File: config.mk
export PLATFORM = sky130hd
export DESIGN_NAME = dht11_poll_ctrl
export DESIGN_NICKNAME = d
export VERILOG_FILES = /design/src/rtl/dht11_poll_ctrl.sv
export SDC_FILE = /design/constraint.sdc
export NUM_CORES = 1
export LEC_CHECK = 0
export CORE_MARGIN = 2
export CORE_UTILIZATION = 30
export CTS_BUF_LIST = sky130_fd_sc_hd__clkbuf_4 sky130_fd_sc_hd__clkbuf_8
export DETAILED_ROUTE_END_ITERATION = 8
export REMOVE_ABC_BUFFERS = 1
export SYNTH_ARGS = -nofsm -noshare
export SYNTH_HDL_FRONTEND = slang
export SYNTH_SLANG_ARGS = --single-unit
File: constraint.sdc
create_clock -name clk_i -period 5.8 [get_ports clk_i]
set_input_delay 1.74 -clock clk_i [delete_from_list [all_inputs] [get_ports clk_i]]
set_output_delay 1.74 -clock clk_i [all_outputs]
set_load 0.01 [all_outputs]
File: src/rtl/dht11_poll_ctrl.sv
`default_nettype none
// ============================================================================
// Module      : dht11_poll_ctrl
// Description : Polling scheduler for the DHT11 single-wire reader. Kicks the
//               reader periodically or on request, watchdogs each transaction,
//               validates the frame checksum, retries failures and publishes
//               the last good humidity/temperature with valid/strobe/fault.
//               Optional macro DHT_ERR_STATS_EN adds saturating error counters
//               (err_cksum_o, err_timeout_o).
// Revision    : 1.0 - initial release
// ============================================================================
module dht11_poll_ctrl #(
  parameter int unsigned CLK_FREQ   = 12_000_000,
  parameter int unsigned POLL_MS    = 2000,
  parameter int unsigned MIN_GAP_MS = 1000,
  parameter int unsigned TIMEOUT_MS = 25,
  parameter int unsigned MAX_RETRY  = 3
) (
  input  logic        clk_i,
  input  logic        rst_ni,
  input  logic        enable_i,
  input  logic        trig_i,
  output logic        rd_start_o,
  input  logic        rd_done_i,
  input  logic [39:0] rd_data_i,
  output logic [7:0]  humidity_o,
  output logic [7:0]  temperature_o,
  output logic        data_valid_o,
  output logic        sample_stb_o,
  output logic        fault_o,
`ifdef DHT_ERR_STATS_EN
  output logic [7:0]  err_cksum_o,
  output logic [7:0]  err_timeout_o,
`endif
  output logic        busy_o
);

  localparam int unsigned MS       = CLK_FREQ / 1000;
  localparam logic [31:0] POLL_CYC = 32'(POLL_MS * MS);
  localparam logic [31:0] GAP_CYC  = 32'(MIN_GAP_MS * MS);
  localparam logic [31:0] TOUT_CYC = 32'(TIMEOUT_MS * MS);
  localparam logic [7:0]  RETRY_MAX = 8'(MAX_RETRY);

  typedef enum logic [2:0] {
    S_IDLE  = 3'd0,
    S_WAIT  = 3'd1,
    S_KICK  = 3'd2,
    S_BUSY  = 3'd3,
    S_CHECK = 3'd4
  } state_t;

  state_t      state_q, state_d;
  logic [31:0] timer_q, timer_d;   // gap/poll age outside a transaction, watchdog inside
  logic        pend_q, pend_d;     // trig waiting to be served
  logic        first_q, first_d;   // no kick issued yet since reset
  logic        force_q, force_d;   // retry kick owed as soon as the gap allows
  logic        tout_q, tout_d;     // current attempt ended by watchdog
  logic [7:0]  retry_q, retry_d;
  logic [39:0] data_q, data_d;
  logic [7:0]  hum_q, hum_d;
  logic [7:0]  tmp_q, tmp_d;
  logic        valid_q, valid_d;
  logic        stb_q, stb_d;
  logic        fault_q, fault_d;

  logic [7:0]  cksum_calc;
  logic        gap_ok, poll_due, tout_hit, frame_good;

  assign cksum_calc = data_q[39:32] + data_q[31:24] + data_q[23:16] + data_q[15:8];
  assign frame_good = !tout_q && (data_q[7:0] == cksum_calc);
  assign gap_ok     = timer_q >= GAP_CYC;
  assign poll_due   = timer_q >= POLL_CYC;
  assign tout_hit   = timer_q >= TOUT_CYC;

  // State and datapath registers; timer preset to "gap elapsed" so the first kick is immediate
  always_ff @(posedge clk_i or negedge rst_ni) begin
    if (!rst_ni) begin
      state_q <= S_IDLE;
      timer_q <= GAP_CYC;
      pend_q  <= 1'b0;
      first_q <= 1'b1;
      force_q <= 1'b0;
      tout_q  <= 1'b0;
      retry_q <= 8'd0;
      data_q  <= 40'd0;
      hum_q   <= 8'd0;
      tmp_q   <= 8'd0;
      valid_q <= 1'b0;
      stb_q   <= 1'b0;
      fault_q <= 1'b0;
    end else begin
      state_q <= state_d;
      timer_q <= timer_d;
      pend_q  <= pend_d;
      first_q <= first_d;
      force_q <= force_d;
      tout_q  <= tout_d;
      retry_q <= retry_d;
      data_q  <= data_d;
      hum_q   <= hum_d;
      tmp_q   <= tmp_d;
      valid_q <= valid_d;
      stb_q   <= stb_d;
      fault_q <= fault_d;
    end
  end

  // Sequencer: kick scheduling, watchdog, checksum verdict and retry bookkeeping
  always_comb begin
    state_d = state_q;
    timer_d = (timer_q == 32'hFFFF_FFFF) ? timer_q : timer_q + 32'd1;
    pend_d  = pend_q | trig_i;
    first_d = first_q;
    force_d = force_q;
    tout_d  = tout_q;
    retry_d = retry_q;
    data_d  = data_q;
    hum_d   = hum_q;
    tmp_d   = tmp_q;
    valid_d = valid_q;
    stb_d   = 1'b0;
    fault_d = fault_q;
    unique case (state_q)
      S_IDLE: begin
        if (enable_i || trig_i || pend_q) state_d = S_WAIT;
      end
      S_WAIT: begin
        if (gap_ok && (pend_q || trig_i || poll_due || first_q || force_q)) begin
          state_d = S_KICK;
          pend_d  = 1'b0;
          first_d = 1'b0;
          force_d = 1'b0;
        end else if (!enable_i && !pend_q && !trig_i && !force_q) begin
          state_d = S_IDLE;
        end
      end
      S_KICK: begin
        // timer now counts cycles since rd_start
        timer_d = 32'd1;
        tout_d  = 1'b0;
        state_d = S_BUSY;
      end
      S_BUSY: begin
        // a frame arriving on the watchdog's last cycle is still accepted
        if (rd_done_i) begin
          data_d  = rd_data_i;
          state_d = S_CHECK;
        end else if (tout_hit) begin
          tout_d  = 1'b1;
          state_d = S_CHECK;
        end
      end
      S_CHECK: begin
        // timer now counts cycles since the transaction ended
        timer_d = 32'd1;
        state_d = S_WAIT;
        if (frame_good) begin
          hum_d   = data_q[39:32];
          tmp_d   = data_q[23:16];
          valid_d = 1'b1;
          stb_d   = 1'b1;
          fault_d = 1'b0;
          retry_d = 8'd0;
        end else if (retry_q < RETRY_MAX) begin
          retry_d = retry_q + 8'd1;
          force_d = 1'b1;
        end else begin
          fault_d = 1'b1;
          retry_d = 8'd0;
        end
      end
      default: state_d = S_IDLE;
    endcase
  end

`ifdef DHT_ERR_STATS_EN
  logic [7:0] ecks_q, etout_q;

  // Saturating per-cause failure counters, cleared only by reset
  always_ff @(posedge clk_i or negedge rst_ni) begin
    if (!rst_ni) begin
      ecks_q  <= 8'd0;
      etout_q <= 8'd0;
    end else if (state_q == S_CHECK && !frame_good) begin
      if (tout_q) begin
        if (etout_q != 8'hFF) etout_q <= etout_q + 8'd1;
      end else begin
        if (ecks_q != 8'hFF) ecks_q <= ecks_q + 8'd1;
      end
    end
  end

  assign err_cksum_o   = ecks_q;
  assign err_timeout_o = etout_q;
`else
  // error statistics not built in this configuration
`endif

  assign rd_start_o    = (state_q == S_KICK);
  assign busy_o        = (state_q == S_KICK) || (state_q == S_BUSY) || (state_q == S_CHECK);
  assign humidity_o    = hum_q;
  assign temperature_o = tmp_q;
  assign data_valid_o  = valid_q;
  assign sample_stb_o  = stb_q;
  assign fault_o       = fault_q;

endmodule
`default_nettype wire

After elaboration in Yosys (flattened, before gate mapping):

Index checks and enable logic that the tools add are counted.

* input bits: 45
* register bits after elaboration: 106
* logic and storage cells: 91
* output and inout port bits: 21

* $lt $le $gt $ge: 4
* reductions and logical operators: 29
* add/subtract/negate cells: 5
* eq/ne operators: 16
* multiplexer cells: 23
* bitwise gates (word level): 1

Operators with widths (count)
* $mux W32: 2
* $add A32 B1 Y32 const B: 1
* $eq A32 B32 Y1 const B: 1
* $ge A32 B19 Y1 const B: 1
* $ge A32 B24 Y1 const B: 1
* $ge A32 B25 Y1 const B: 1
* $add A8 B8 Y8: 3
* $mux W8: 2
* $ne A2 B2 Y1 const B: 8
* $mux W3: 5
* $pmux W3 S5: 1
* $mux W1: 11
* $add A8 B1 Y8 const B: 1
* $eq A8 B8 Y1: 1
* $logic_or A1 B1 Y1: 8
* $lt A8 B2 Y1 const B: 1
* $reduce_and A2 Y1: 4
* $eq A3 B2 Y1 const B: 2
* $ne A3 B3 Y1 const B: 2
* $reduce_and A3 Y1: 2
* $logic_and A1 B1 Y1: 5
* $logic_not A1 Y1: 5
* $pmux W1 S2: 2
* $reduce_and A4 Y1: 1
* 6 further kinds: 7

Depth between registers and ports, before layout:

* depth after elaboration: 7
* depth in mapped cells: 13
* gate-level depth less buffers: 12

Worst setup path after synthesis:

OpenSTA, ideal clock, no wires.

* path kind: reg-to-reg
* start: register data_q[9]
* end: register hum_q[0] (netlist: humidity_o[0])
* required time: 5675 ps
* setup time: 125 ps
* arrival time: 3952 ps
* path slack: 1723 ps
* stages on the path, launching flop included: 14
* path buffers: 1
* clock period less this slack: 4077 ps
* cells stage by stage: dfrtp_1 fa_1 inv_1 fa_1 inv_1 ha_1 fa_1 xor2_1 or4_4 nor4_4 nand2_2 nor4_4 buf_8 mux2_4

* cells in the longest elaborated chain, start to end: 4

Ends and longest elaborated chain
* from (decl): RTL line 59 `logic [39:0] data_q, data_d;`
* from (signal assigned): RTL line 99 `data_q <= data_d;`
* $add A8 B8 Y8: RTL line 69 `assign cksum_calc = data_q[39:32] + data_q[31:24] + data_q[23:16] + data_q[15:8];`
* $eq A8 B8 Y1: RTL line 70 `assign frame_good = !tout_q && (data_q[7:0] == cksum_calc);`
* $logic_and A1 B1 Y1: RTL line 70
* $reduce_and A2 Y1 (no line)
* to (signal assigned): RTL line 100 `hum_q <= hum_d;`
* to (decl): RTL line 60 `logic [7:0] hum_q, hum_d;`

No other way between the ends.
A chain may end at the register's enable or synchronous reset.

Worst setup path after layout:

* start: register data_q[9]
* end: register tmp_q[1] (netlist: temperature_o[1])

* cells in the longest elaborated chain, start to end: 4

Ends and longest elaborated chain
* $add A8 B8 Y8: RTL line 69
* $eq A8 B8 Y1: RTL line 70
* $logic_and A1 B1 Y1: RTL line 70
* $reduce_and A2 Y1 (no line)
* to (signal assigned): RTL line 101 `tmp_q <= tmp_d;`
* to (decl): RTL line 61 `logic [7:0] tmp_q, tmp_d;`

No other way between the ends.

==> impl_metrics.yaml <==
outcome:
  status: "finished, final reports clean"
route:
  route.vias.total: 3822
  ant_nets: 0
  first_iter_violations: 233
  route.detailed.drc: 0
  viasPerCell: 4.856
  routed_wl_um: 11270
  drt-wirelength-per-cell_um: 14.32
  dr.pass1.iters: 4
final_layout:
  drive_gt1_share_pct: 17.74
  nFillCells: 1770
  layout_common_cells: "95 x dfrtp_1, 64 x clkdlybuf4s50_1, 42 x mux2_2"
  final_common_cell: "dfrtp_1"
  syn2layout_area_growth_pct: 19.81
  num_antenna_cells: 0
  instances_no_fill: 787
  final_net_count: 622
setup_path:
  crit_chain: "fa_1, inv_1, fa_1, inv_1, ha_1, fa_1, xor2_1, or4_4, nor4_4, nand2_2, nor4_4, buf_4, mux2_2"
  crit_top_cell: "fa_1"
  timing.rr.start: "data_q[9]"
  critPathRequiredTime_ns: 6.09
  crit_arrival_ns: 4.58
  path_delay_family: "adder cells"
  slowest_stage: "fa_1"
  startpoint_type: "register"
  crit_start: "data_q[9]"
  path_max_fanout: 11
  cp-end-kind: "register"
  cpPeakStageDelay_ns: 0.54
  crit_buf_inv: 3
  crit_type: "reg -> reg"
timing:
  relSlewSlack_pct: 30.17
  finalSetupViolations: 0
  finalHoldViolCount: 0
  fin_crit_ns: 4.293
  drv_slew: 0
  whs_ns: 0.4951
  skew_ns: 0.01397
  finalCritPeriodShare_pct: 74.01
  rsz0062_at_grt: "no"
  worstMarginPinSlew_ns: 1.046
  tns_ns: 0
  max_freq_mhz: 233.0
synth:
  ys.flop_type: "dfrtp_1"
  synthArstFlopShare_pct: 100.0
  yosysWarnings: 0
  avgSynthCellArea_um2: 11.31
  syn_area_um2: 5544
  synth_enable_flop_cells: 0
  ys_ff_latch: 106
  ys_types: 50
  synth_cells: 490
  yosysSeqAreaShare_pct: 48.09
clock_tree:
  tritoncts: "yes"
  cts.path.max_buffers: 2
  cts_num_sinks: 106
  post-cts-setup-buffers: 0
  cts_hold_buf: 0
  worstSkewPairLatency_ns: 0.39
  cts_root_buf: "clkbuf_8"
  path_clk_slew_ns: 0.11
  htree_levels: 3
  numCtsBuffers: 9
  cts_resized: 0
job:
  maxCapViolCount: 0
placement:
  gp_congestion: 0.8153
  placed_cells: 771
  hpwl_um: 8032
  port_buffers: 65
floorplanning:
  rows: 49
  die_w_um: 139.9
  die_h_um: 139.9
  die_area_um2: 19580
  core_area_um2: 18020
  pin_count: 66
  initial_core_util_pct: 30.76
grt:
  grt_pass1_vias: 4066
  grt_pass1_wl_um: 19390
  grt_max_degree: 70
  globalRouteOverflowTotal: 0
  antenna_found_initial: 0
  grt_use_total_pct: 12.07
hold_path:
  hold_class: "reg -> reg"
  min-delay-start: "first_q"
power:
  p_per_area_nw_per_um2: 298.0
  power_mw: 1.979
  leakage_nw: 2.842
  irDropWorstVdd_v: 0.0002178
[path summary, 6_finish.rpt]
path                                    endpoint  slack (ns)  cells after the start
worst max register to register  temperature_o[1]        1.51                     13
worst min-delay path                     first_q        0.50                      1
worst min register to register           first_q        0.50                      1
min in group asynchronous             data_q[33]        1.44                      1
max in group asynchronous            timer_q[12]        3.31                      2
worst max-delay path            temperature_o[1]        1.51                     13
[state kept, by name (all words and copies together), names as in the netlist]
register and cells:
humidity_o 8, data_valid_o 1, pend_q 1, state_q 3, temperature_o 8, timer_q 32
tout_q 1, data_q 40, first_q 1, sample_stb_o 1, fault_o 1, force_q 1
retry_q 8
[kinds of logic after synthesis]
logic type	Yosys count	synth area share, %
flip-flops	106	48.09
buffers and inverters	37	2.934
multiplexers	56	12.32
adder cells (fa/ha/maj)	24	7.312
XOR/XNOR	45	7.109
AND/OR/NAND/NOR	164	15.68
AO/OA/AOI/OAI	58	6.545
[metal layers]
layer,up-vias,wire length (um),track usage [%]
met5,-,0,0
met4,0,153,3.789
li1,1842,-,-
met3,10,439,3.009
met1,1906,5255,15.81
met2,64,5420,19.77
[cells in the mapped netlist, types with 3 or more instances]
| library cell | instances | share of area (%) |
|---|---|---|
| mux2_2 | 42 | 8.5 |
| nor2b_1 | 5 | 0.56 |
| buf_1 | 4 | 0.27 |
| inv_1 | 19 | 1.3 |
| dfrtp_1 | 95 | 43 |
| or3_1 | 7 | 0.79 |
| a21oi_1 | 21 | 1.9 |
| clkbuf_1 | 8 | 0.54 |
| fa_1 | 14 | 5.1 |
| a211oi_1 | 12 | 1.6 |
| nand2b_1 | 4 | 0.45 |
| nand2_1 | 30 | 2.0 |
| nor4_1 | 9 | 1.0 |
| ha_1 | 10 | 2.3 |
| xor2_1 | 12 | 1.9 |
| o21ai_0 | 11 | 0.99 |
| or4_1 | 3 | 0.41 |
| a2111oi_0 | 4 | 0.63 |
| nand4_1 | 4 | 0.45 |
| nor3_1 | 19 | 1.7 |
| nand3_1 | 21 | 1.9 |
| dfstp_2 | 11 | 5.2 |
| mux2_4 | 14 | 3.8 |
| nor2_1 | 38 | 2.6 |
| nor3b_1 | 3 | 0.41 |
| buf_2 | 3 | 0.27 |
| xnor2_1 | 33 | 5.2 |
| and3_1 | 9 | 1.0 |
[per-stage QoR]
step	cell area, um^2	setup WS, ns	utilization (%)
2_1_floorplan	5453	1.118	-
3_3_place_gp	6439	1.581	35.72
3_5_place_dp	6439	1.534	35.72
4_1_cts	6643	1.504	36.85
5_1_grt	6643	1.362	36.85
6_report	6643	1.507	36.85
[power breakdown]
part / internal (mW) / total (mW) / switching, mW
Combinational: 0.291 / 0.603 / 0.312
Sequential: 0.827 / 0.914 / 0.0875
Clock: 0.172 / 0.462 / 0.290
Total: 1.29 / 1.98 / 0.689
[cell type report]
type	count	area [um^2]	area share [%]
Multi-Input combinational cell	347	2729	41.08
Sequential cell	106	2666	40.14
Timing Repair Buffer	70	685.7	10.32
Tap cell	229	286.5	4.313
Clock buffer	9	123.9	1.865
Clock inverter	7	80.08	1.206
Inverter	19	71.32	1.074
(Power assumes the default switching activity.)
